--- src/rtl/fir_sched_pkg.sv ---
// Shared types and constants for the FIR stage sample scheduler.
// No logic; latency and backpressure belong to the modules that import it.
package fir_sched_pkg;

  typedef enum logic [1:0] {
    IDLE  = 2'd0,
    PRIME = 2'd1,
    RUN   = 2'd2
  } state_t;

  localparam int DIV_MIN   = 2;
  localparam int PRIME_LVL = 2;

  // Intervals below DIV_MIN would make the counter reload collide with the tick.
  function automatic logic [7:0] eff_div(input logic [7:0] div);
    return (div < 8'(DIV_MIN)) ? 8'(DIV_MIN) : div;
  endfunction

endpackage

--- src/rtl/fir_sched_fifo.sv ---
// Sample FIFO ahead of the FIR: head is visible combinationally, a pop advances it next cycle.
// Backpressure: ready drops at DEPTH entries; a full FIFO refuses a push even alongside a pop.
module fir_sched_fifo #(
  parameter int DATA_W = 16,
  parameter int DEPTH  = 8
) (
  input  logic                     clk,
  input  logic                     reset_n,
  input  logic                     push,
  input  logic [DATA_W-1:0]        push_data,
  input  logic                     pop,
  output logic [DATA_W-1:0]        head,
  output logic                     ready,
  output logic [$clog2(DEPTH):0]   level
);

  localparam int AW = $clog2(DEPTH);

  logic [DATA_W-1:0] mem [DEPTH];
  logic [AW-1:0]     wr_ptr;
  logic [AW-1:0]     rd_ptr;
  logic              do_push;
  logic              do_pop;

  assign ready   = (level < (AW+1)'(DEPTH));
  assign do_push = push && ready;
  assign do_pop  = pop && (level != '0);
  assign head    = mem[rd_ptr];

  always_ff @(posedge clk or negedge reset_n) begin
    if (!reset_n) begin
      wr_ptr <= '0;
      rd_ptr <= '0;
      level  <= '0;
    end else begin
      if (do_push) wr_ptr <= wr_ptr + 1'b1;
      if (do_pop)  rd_ptr <= rd_ptr + 1'b1;
      case ({do_push, do_pop})
        2'b10:   level <= level + 1'b1;
        2'b01:   level <= level - 1'b1;
        default: level <= level;
      endcase
    end
  end

  // Storage needs no reset: emptiness is tracked by level alone.
  always_ff @(posedge clk) begin
    if (do_push) mem[wr_ptr] <= push_data;
  end

endmodule

--- src/rtl/fir_stage_sched.sv ---
// Paces buffered samples into a FIR core at div_cfg-cycle ticks and registers its results.
// Strobe lands one cycle after its tick, result one cycle after fir_source_valid; in_ready is FIFO space.
module fir_stage_sched
  import fir_sched_pkg::*;
#(
  parameter int DATA_W  = 16,
  parameter int OUT_W   = 34,
  parameter int DEPTH   = 8,
  parameter int DIV_RST = 100
) (
  input  logic                     clk,
  input  logic                     reset_n,
  input  logic [DATA_W-1:0]        in_data,
  input  logic                     in_valid,
  output logic                     in_ready,
  input  logic                     enable,
  input  logic [7:0]               div_cfg,
  input  logic                     clear,
  output logic [DATA_W-1:0]        fir_sink_data,
  output logic                     fir_sink_valid,
  output logic [1:0]               fir_sink_error,
  input  logic [OUT_W-1:0]         fir_source_data,
  input  logic                     fir_source_valid,
  input  logic [1:0]               fir_source_error,
  output logic [OUT_W-1:0]         out_data,
  output logic                     out_valid,
  output logic [$clog2(DEPTH):0]   fifo_level,
  output logic                     underflow,
  output logic                     err_sticky
);

  localparam int LVL_W = $clog2(DEPTH) + 1;

  // The nominal reset-time interval must be reachable through the 8-bit div_cfg.
  if (DIV_RST < DIV_MIN || DIV_RST > 255) begin : g_bad_div_rst
    $error("DIV_RST out of range");
  end

  state_t            state;
  state_t            state_nxt;
  logic [7:0]        count;
  logic [DATA_W-1:0] head;
  logic              enter_run;
  logic              tick;
  logic              fifo_empty;
  logic              pop;

  fir_sched_fifo #(
    .DATA_W (DATA_W),
    .DEPTH  (DEPTH)
  ) u_fifo (
    .clk       (clk),
    .reset_n   (reset_n),
    .push      (in_valid),
    .push_data (in_data),
    .pop       (pop),
    .head      (head),
    .ready     (in_ready),
    .level     (fifo_level)
  );

  assign fifo_empty = (fifo_level == '0);
  assign enter_run  = (state == PRIME) && enable && (fifo_level >= LVL_W'(PRIME_LVL));
  // A tick in the cycle enable falls is dropped along with the RUN state.
  assign tick       = (state == RUN) && enable && (count == '0);
  assign pop        = tick && !fifo_empty;

  assign fir_sink_error = 2'b00;

  always_comb begin
    state_nxt = state;
    case (state)
      IDLE:    if (enable) state_nxt = PRIME;
      PRIME:   if (!enable) state_nxt = IDLE;
               else if (fifo_level >= LVL_W'(PRIME_LVL)) state_nxt = RUN;
      RUN:     if (!enable) state_nxt = IDLE;
      default: state_nxt = IDLE;
    endcase
  end

  always_ff @(posedge clk or negedge reset_n) begin
    if (!reset_n) begin
      state <= IDLE;
      count <= '0;
    end else begin
      state <= state_nxt;
      if (enter_run || tick)
        count <= eff_div(div_cfg) - 8'd1;
      else if (state == RUN && count != '0)
        count <= count - 8'd1;
    end
  end

  always_ff @(posedge clk or negedge reset_n) begin
    if (!reset_n) begin
      fir_sink_data  <= '0;
      fir_sink_valid <= 1'b0;
      underflow      <= 1'b0;
    end else begin
      fir_sink_valid <= pop;
      if (pop) fir_sink_data <= head;
      if (tick && fifo_empty) underflow <= 1'b1;
      else if (clear)         underflow <= 1'b0;
    end
  end

  // Results are accepted whatever the scheduler state; errors never block forwarding.
  always_ff @(posedge clk or negedge reset_n) begin
    if (!reset_n) begin
      out_data   <= '0;
      out_valid  <= 1'b0;
      err_sticky <= 1'b0;
    end else begin
      out_valid <= fir_source_valid;
      if (fir_source_valid) out_data <= fir_source_data;
      if (fir_source_valid && fir_source_error != 2'b00) err_sticky <= 1'b1;
      else if (clear)                                   err_sticky <= 1'b0;
    end
  end

endmodule

--- config.mk ---
export PLATFORM = sky130hd
export DESIGN_NAME = fir_stage_sched
export DESIGN_NICKNAME = d
export VERILOG_FILES = /design/src/rtl/fir_sched_pkg.sv /design/src/rtl/fir_sched_fifo.sv /design/src/rtl/fir_stage_sched.sv
export SDC_FILE = /design/constraint.sdc
export NUM_CORES = 1
export LEC_CHECK = 0
export CORE_MARGIN = 2
export CORE_UTILIZATION = 30
export DETAILED_ROUTE_END_ITERATION = 10
export HOLD_SLACK_MARGIN = 0.12
export PLACE_DENSITY = 0.59
export SYNTH_ARGS = -nofsm -noshare
export SYNTH_HDL_FRONTEND = slang
export SYNTH_SLANG_ARGS = --single-unit
export TNS_END_PERCENT = 10
--- constraint.sdc ---
create_clock -name clk -period 3.9 [get_ports clk]
set_clock_uncertainty 0.1 [all_clocks]
set_input_delay 0.78 -clock clk [delete_from_list [all_inputs] [get_ports clk]]
set_output_delay 0.78 -clock clk [all_outputs]
set_load 0.005 [all_outputs]
# Word level (Yosys, flattened, before mapping)

Memories as Yosys holds them, arrays and structs flattened. A register that Yosys moved wholly into a read port is not among the register bits.
Index checks and enable logic that the tools add are counted.

Reduce and logical (&&, ||, !) cells: 24
Add/subtract/negate cells: 6
Equal/unequal tests: 7
$lt $le $gt $ge: 3
Multiplexer cells: 14

Operators with widths:

| kind                  | count |
|---|---|
| $mux W8               | 3 |
| $sub A8 B1 Y8 const B | 2 |
| $logic_and A1 B1 Y1   | 10 |
| $reduce_bool A2 Y1    | 5 |
| $logic_not A8 Y1      | 1 |
| $lt A8 B2 Y1 const B  | 1 |
| $mux W2               | 4 |
| $pmux W4 S2           | 1 |
| $reduce_bool A8 Y1    | 1 |
| $add A3 B1 Y3 const B | 2 |
| $pmux W2 S3           | 1 |
| $mux W1               | 5 |
| $add A4 B1 Y4 const B | 1 |
| $eq A2 B1 Y1 const B  | 2 |
| $eq A2 B2 Y1 const B  | 2 |
| $ge A4 B2 Y1 const B  | 1 |
| $logic_not A4 Y1      | 1 |
| $lt A4 B4 Y1 const B  | 1 |
| $ne A2 B2 Y1 const B  | 2 |
| $reduce_bool A4 Y1    | 1 |
| $sub A4 B1 Y4 const B | 1 |
| $ne A3 B2 Y1 const B  | 1 |
| $reduce_and A3 Y1     | 1 |
| $logic_not A1 Y1      | 2 |
| other kinds (2)       | 2 |

Register bits after elaboration: 58
Word-level logic and storage cells: 65
Output and inout bits: 61
Input bits: 66
Memories kept: 1
Memory bits (writable): 128

Memories:

| memory     | words | width | read ports | clocked after Yosys merged registers in | write ports | line                 | text |
|---|---|---|---|---|---|---|---|
| u_fifo.mem | 8     | 16    | 1          | 1                                       | 1           | fir_sched_fifo.sv:19 | `logic [DATA_W-1:0] mem [DEPTH];` |

# Longest topological paths before layout

Gate-level depths: netlist of the first run.

Depth after elaboration: 7
Gate-level depth with buffers: 12
Depth with buffers taken out: 11

# Hierarchy

Synthesis of the first run repeated with hierarchy kept, for this count alone.

Cell total of the unflattened synthesis: 457
Area total of the unflattened synthesis: 8334.2 um^2

Modules (own cells, without submodules):

| module          | seq. area each (um^2) | instances | area each (um^2) | cells each |
|---|---|---|---|---|
| fir_sched_fifo  | 4093.9                | 1         | 5540.3           | 252 |
| fir_stage_sched | 1601.5                | 1         | 2793.9           | 205 |

# Worst setup path after synthesis of the first run

No wires, ideal clock.

Kind: input-to-reg
From: input port div_cfg[6]
To: register count[6]
Path buffers: 0
Cell stages on the path: 10
Setup time: 0.121 ns
Arrival: 2.807 ns
Required time: 3.679 ns
Setup slack: 0.872 ns
Cell sequence: or2_1 > or4_1 > o311a_1 > a21oi_1 > ha_1 > nor3b_1 > nand2_1 > xor2_1 > mux2i_1 > a22o_1

Cells in the longest elaborated chain, start to end: 4

RTL lines:

| element              | line                  | text |
|---|---|---|
| from (decl)          | fir_stage_sched.sv:17 | `input logic [7:0] div_cfg,` |
| $lt A8 B2 Y1         | fir_sched_pkg.sv:16   | `return (div < 8'(DIV_MIN)) ? 8'(DIV_MIN) : div;` |
| $mux W8 *            | fir_sched_pkg.sv:16   |  |
| $sub A8 B1 Y8 *      | fir_stage_sched.sv:88 | `count <= eff_div(div_cfg) - 8'd1;` |
| $mux W8 *            | fir_stage_sched.sv:87 | `if (enter_run \|\| tick)` |
| to (signal assigned) | fir_stage_sched.sv:88 |  |
| to (signal assigned) | fir_stage_sched.sv:90 | `count <= count - 8'd1;` |
| to (decl)            | fir_stage_sched.sv:41 | `logic [7:0] count;` |

Mark *: on every way between the ends. The rest lies on a longest branch, timed or not.
A chain may end at the register's enable or synchronous reset.

# Final worst setup path of the first run

From: input port div_cfg[5]
To: register count[6]

Same word-level chain as after synthesis.

==> results.sh, run 1 <==
export IMPL_fin_area_um2=10500
export IMPL_clk_path_buf_depth=3
export IMPL_mostFrequentLayoutCells="edfxtp_1, clkdlybuf4s50_1, dfrtp_1"
export IMPL_cts_tree="done"
export IMPL_cts_setup_buffers=0
export IMPL_clkPwrFrac=0.390
export IMPL_slew_viol_final=0
export IMPL_die_w_um=168
export IMPL_seqPwrFrac=0.478
export IMPL_dr_first_iter_drc_count=270
export IMPL_slew_headroom=0.355
export IMPL_crit_fanout=5
export IMPL_power_net_switching_uw=1280
export IMPL_htreeDepth=1
export IMPL_period_minus_slack_ps=3230
export IMPL_status="finished clean"
export IMPL_dpl_hpwl_um=10400
export IMPL_drive_above_1_share=0.206
export IMPL_async_flop_share=0.366
export IMPL_ios=127
export IMPL_grt_pass1_vias=4722
export IMPL_p_int_uw=4170
export IMPL_cts_resized_gates=0
export IMPL_dpl_cell_area_um2=9720
export IMPL_rsz0062_at_grt="false"
export IMPL_fin_crit_sh=0.828
export IMPL_worst_setup_path_end_kind="register"
export IMPL_ys_flop_type="edfxtp_1"
export IMPL_num_rows=60
export IMPL_cts_root_buf="clkbuf_16"
export IMPL_finalHoldViolCount=0
export IMPL_ys_ff_latch=202
export IMPL_drt_wl_total_um=16600
export IMPL_cts_num_sinks=202
export IMPL_antenna_found_initial=0
export IMPL_synth_edff_count=128
export IMPL_nNetsFinal=673
export IMPL_max_cap_violations=0
export IMPL_syn_area_per_cell_um2=17.6
export IMPL_grt_usage=0.118
export IMPL_wl_per_cell_um=17.4
export IMPL_powerDensity_nw_per_um2=520
export IMPL_post_route_util=0.392
export IMPL_reg2reg_from="count[1]"
export IMPL_routed_via_count=4452
export IMPL_ys_warn_count=0
export IMPL_cts_buffers=23
export IMPL_n_antenna_cell=0
export IMPL_drc=0
export IMPL_grt_first_pass_wirelength_um=26200
export IMPL_ys_types=53
export IMPL_netlist_area_um2=8080
export IMPL_tns_ps=0
export IMPL_syn_inst=460
export IMPL_grt_overflow=0
export IMPL_core_area_um2=26700
export IMPL_max_freq_ghz=0.310
export IMPL_worst_skew_pair_late_latency_ps=520
export IMPL_sw_frac_of_total=0.235
export IMPL_worstHoldPathType="in2async"
export IMPL_yosysSeqAreaShare=0.705
export IMPL_area_growth_pct=29.7
export IMPL_clk_pin_slew_ps=60
export IMPL_cp_startpoint="div_cfg[5]"
export IMPL_final_common_cell="edfxtp_1"
export IMPL_ir_drop_mv=0.264
export IMPL_firstDrtPassIters=4
export IMPL_grt_max_degree=75
export IMPL_critPathKind="in2reg"
export IMPL_io_buffer_count=124
export IMPL_startpoint_type="input port"
export IMPL_post_drt_via_cell_ratio=4.65
export IMPL_worstMarginPinSlew_ps=968
export IMPL_crit_required_ps=4190
export IMPL_comb_power_share=0.132
export IMPL_postRouteAntennaNets=0
export IMPL_p_leak_uw=0.00371
export IMPL_postCtsHoldBufs=0
export IMPL_holdWs_ps=332
export IMPL_arrival_ps=3520
export IMPL_globalplace_congestion=0.826
export IMPL_setup_violations=0
export IMPL_die_area_um2=28200
export IMPL_start_util=0.302
export IMPL_die_y_um=168
==> flip-flops by register name (all words and copies together) (netlist names) <==
| register | count |
|---|---|
| fir_sink_data | 16 |
| out_data | 34 |
| u_fifo.mem | 128 |
| out_valid | 1 |
| err_sticky | 1 |
| underflow | 1 |
| state | 2 |
| u_fifo.rd_ptr | 3 |
| u_fifo.level | 4 |
| fir_sink_valid | 1 |
| count | 8 |
| u_fifo.wr_ptr | 3 |
==> stage by stage <==
step | worst slack, ps | instances | power (uW)
floorplan | 872 | 461 | 3010
finish | 670 | 958 | 5450
CTS | 709 | 958 | 5550
detailed placement | 169 | 916 | 3380
global placement | 245 | 916 | 3360
global route | 501 | 958 | 5720
==> layer usage <==
metal,wire [um],vias up,track usage
met5,0,-,0
met4,387,0,0.0285
met3,1310,36,0.0336
met2,7760,165,0.201
met1,7160,2204,0.149
li1,-,2047,-
==> path summary, 6_finish.rpt <==
path                               endpoint  cells after the start  slack, ps
setup / recovery                   count[6]                     11        670
hold / removal                     count[4]                      1        330
setup reg to reg                   count[6]                     11        900
hold reg to reg            fir_sink_data[5]                      2        380
max in group asynchronous  u_fifo.rd_ptr[1]                      1       2700
min in group clk           fir_sink_data[5]                      2        380
==> critical path, cell delays in order <==
cell and delay [ps]:
clkdlybuf4s50_1 470, or2_1 270, or4_1 440, o311a_1 320
a21oi_1 120, ha_1 240, nor3b_1 330, nand2_1 110
xor2_1 160, mux2i_1 90, a22o_1 180
==> synth_stat cells, types with 2 or more instances <==
cell type  number  area [um^2]
edfxtp_1      128         3840
dfrtp_1        74         1850
mux2_2         35          394
mux4_2         32          721
nand2_1        28          105
o21ai_1        20          100
mux2i_1        18          180
nor2_1         14         52.6
inv_1           8         30.0
a21oi_1         7         35.0
buf_2           7         35.0
clkbuf_1        7         26.3
ha_1            6         75.1
nor3_1          6         30.0
o21ai_0         6         30.0
xnor2_1         6         52.6
buf_6           4         45.0
nand2b_1        4         25.0
or2_1           4         25.0
a22o_1          3         26.3
nor2b_1         3         18.8
or4_1           3         22.5
xor2_1          3         26.3
buf_1           2         7.51
buf_4           2         15.0
nor4_1          2         12.5
o32ai_1         2         17.5
==> kinds of logic after synthesis <==
group,synth area share
buffers and inverters,0.0201
flip-flops,0.705
AND/OR/NAND/NOR,0.0536
AO/OA/AOI/OAI,0.0372
adder cells (fa/ha/maj),0.0118
other,0.000464
multiplexers,0.162
XOR/XNOR,0.00976
==> power by group through the flow <==
stage               sequential [uW]  clock, uW  combinational (uW)
finish                         2600       2130                 720
global route                   2630       2300                 797
CTS                            2610       2210                 734
detailed placement             2650          0                 733
global placement               2640          0                 717
floorplan                      2600          0                 410
==> area by class of cell <==
cell class / count / area (um^2)
Fill cell: 2463 / 16200
Sequential cell: 202 / 5700
Multi-Input combinational cell: 228 / 2230
Timing Repair Buffer: 136 / 1330
Clock buffer: 36 / 664
Tap cell: 341 / 427
Clock inverter: 6 / 95.1
Inverter: 9 / 33.8
Note: power is estimated with default switching activity, not from simulation.
==> run 2, diff against run 1 <==
--- a/config.mk
+++ b/config.mk
@@ -9,7 +9,7 @@
 export CORE_UTILIZATION = 30
 export DETAILED_ROUTE_END_ITERATION = 10
 export HOLD_SLACK_MARGIN = 0.12
-export PLACE_DENSITY = 0.59
+export PLACE_DENSITY = 0.6
 export SYNTH_ARGS = -nofsm -noshare
 export SYNTH_HDL_FRONTEND = slang
 export SYNTH_SLANG_ARGS = --single-unit
==> constraint.sdc (replaced) <==
create_clock -name clk -period 2.9 [get_ports clk]
set_clock_uncertainty 0.1 [all_clocks]
set_input_delay 0.58 -clock clk [delete_from_list [all_inputs] [get_ports clk]]
set_output_delay 0.58 -clock clk [all_outputs]
set_load 0.005 [all_outputs]
==> run 2 against run 1 <==
  * Global-route usage is 0.75 points higher
  * Clock-buffer cell count shrank 10
  * Final area increased by 3.9%
  * Final cell count is 3.8% higher
  * Highest routed layer unchanged
  * Register-to-register slack worse by 720 ps
  * Via count grew 3.6%
  * Combinational power up 50%
  * Hold slack improved by 56 ps
  * Total power rose by 41%
  * Die area unchanged
  * Sequential power is 35% higher
  * First-iteration DRC count fell by 1.5%
==> results.sh, run 2 (synthesis gave the netlist of run 1 again) <==
export IMPL_status="finished clean"
export IMPL_fin_crit_sh=0.962
export IMPL_clk_pin_slew_ps=60
export IMPL_final_common_cell="edfxtp_1"
export IMPL_p_leak_uw=0.00394
export IMPL_worstMarginPinSlew_ps=539
export IMPL_critPathKind="in2reg"
export IMPL_fin_area_um2=10900
export IMPL_start_util=0.302
export IMPL_num_rows=60
export IMPL_grt_overflow=0
export IMPL_finalHoldViolCount=0
export IMPL_die_y_um=168
export IMPL_post_drt_via_cell_ratio=4.64
export IMPL_slew_viol_final=0
export IMPL_dp_cells=950
export IMPL_area_sequential_um2=5700
export IMPL_dr_first_iter_drc_count=266
export IMPL_firstDrtPassIters=4
export IMPL_tns_ps=0
export IMPL_grt_pass1_vias=4934
export IMPL_core_area_um2=26700
export IMPL_dpl_hpwl_um=11700
export IMPL_startpoint_type="input port"
export IMPL_period_minus_slack_ps=2790
export IMPL_setup_violations=0
export IMPL_htreeDepth=1
export IMPL_cts_root_buf="clkbuf_16"
export IMPL_crit_required_ps=3200
export IMPL_io_buffer_count=124
export IMPL_drt_wl_total_um=17800
export IMPL_powerDensity_nw_per_um2=706
export IMPL_multiInputGateArea_um2=2280
export IMPL_max_freq_ghz=0.359
export IMPL_grt_first_pass_wirelength_um=27800
export IMPL_reg_top3="u_fifo.mem x128, out_data x34, fir_sink_data x16"
export IMPL_fin_cells=994
export IMPL_regMostFlops="u_fifo.mem"
export IMPL_nNetsFinal=709
export IMPL_ios=127
export IMPL_grt_usage=0.125
export IMPL_drive_above_1_share=0.263
export IMPL_worstHoldPathType="reg2reg"
export IMPL_antenna_found_initial=0
export IMPL_globalplace_congestion=0.847
export IMPL_max_cap_violations=0
export IMPL_drc=0
export IMPL_cts_buffers=23
export IMPL_clk_path_buf_depth=3
export IMPL_largest_reg_flops=128
export IMPL_rsz0062_at_grt="false"
export IMPL_die_area_um2=28200
export IMPL_n_antenna_cell=0
export IMPL_area_growth_pct=34.8
export IMPL_wl_per_cell_um=17.9
export IMPL_cts_tree="done"
export IMPL_reg2reg_slack_ps=180
export IMPL_cts_num_sinks=202
export IMPL_die_w_um=168
export IMPL_ir_drop_mv=0.330
export IMPL_nFillCells=2428
export IMPL_postRouteAntennaNets=0
export IMPL_slew_headroom=0.641
export IMPL_mostFrequentLayoutCells="edfxtp_1, clkdlybuf4s50_1, dfrtp_1"
export IMPL_grt_max_degree=41
export IMPL_dpl_cell_area_um2=10000
export IMPL_worst_setup_path_end_kind="register"
export IMPL_arrival_ps=3090
export IMPL_worst_skew_pair_late_latency_ps=520
export IMPL_routed_via_count=4611
export IMPL_crit_fanout=3
-- run 2: changes by cell type in the layout (fill, tap and decap cells not counted), sizes merged, moves of 2 or more --
cell / previous run / this run
buf: 13 / 48
bufinv: 2 / 5
clkbuf: 36 / 26
clkinv: 3 / 7
inv: 10 / 12
-- run 2: where the power goes --
group / total, uW / switching [uW] / internal, uW / leakage, uW
registers: 3510 / 232 / 3280 / 0.00206
logic: 1080 / 428 / 654 / 0.00147
clock network: 3090 / 1170 / 1920 / 0.000401
total: 7680 / 1830 / 5850 / 0.00394
-- run 2: worst max-delay path: stages --
cell	delay, ps
clkdlybuf4s50_1	420
or2_1	250
or4_4	430
o311a_4	340
a21oi_4	160
ha_4	170
nor3b_4	190
nand2_1	80
xor2_1	180
mux2i_1	90
a22o_1	180
-- run 2: final timing paths --
kind / depth (start not counted) / from / to
setup / recovery: 11 / div_cfg[6] / count[6]
hold / removal: 2 / fir_sink_data[10] / fir_sink_data[10]
setup reg to reg: 12 / count[1] / u_fifo.level[3]
hold reg to reg: 2 / fir_sink_data[10] / fir_sink_data[10]
max in group asynchronous: 3 / reset_n / out_data[31]
min in group asynchronous: 2 / reset_n / state[1]
-- run 2: through the flow --
stage               setup slack (ps)  hold slack (ps)  total power (uW)   util
floorplan                       72.3              184              4050      -
global placement                -387              373              4570  0.374
detailed placement              -580              379              4620  0.374
CTS                             8.56              399              7770  0.405
global route                    7.51              419              8020  0.407
finish                           111              388              7680  0.407
-- run 2: final cells by class --
| type | instances | share of cell area |
|---|---|---|
| sequential | 202 | 0.524 |
| multi-input combinational | 228 | 0.210 |
| timing repair buffer | 172 | 0.149 |
| clock buffer | 26 | 0.0539 |
| tap | 341 | 0.0392 |
| clock inverter | 16 | 0.0212 |
| inverter | 9 | 0.00310 |
-- run 2: repair_timing --
action                                  CTS  global route
hold endpoints to repair                 34             0
gates resized for setup                   1             9
endpoints found under the setup margin    2             2
pin swaps                                 0             6
hold buffers                              1             0
buffers inserted                          0             1
-- run 2: routing by layer --
| metal | wire (um) | GRT usage |
|---|---|---|
| met1 | 7460 | 0.155 |
| met2 | 8820 | 0.220 |
| met3 | 1120 | 0.0296 |
| met4 | 403 | 0.0360 |
| met5 | 0 | 0 |
==> run 3, diff against run 2 <==
--- a/config.mk
+++ b/config.mk
@@ -13,4 +13,4 @@
 export SYNTH_ARGS = -nofsm -noshare
 export SYNTH_HDL_FRONTEND = slang
 export SYNTH_SLANG_ARGS = --single-unit
-export TNS_END_PERCENT = 10
+export TNS_END_PERCENT = 30
==> results of run 3 <==
Same layout as run 2: the final DEF is identical, and so are final timing and power.
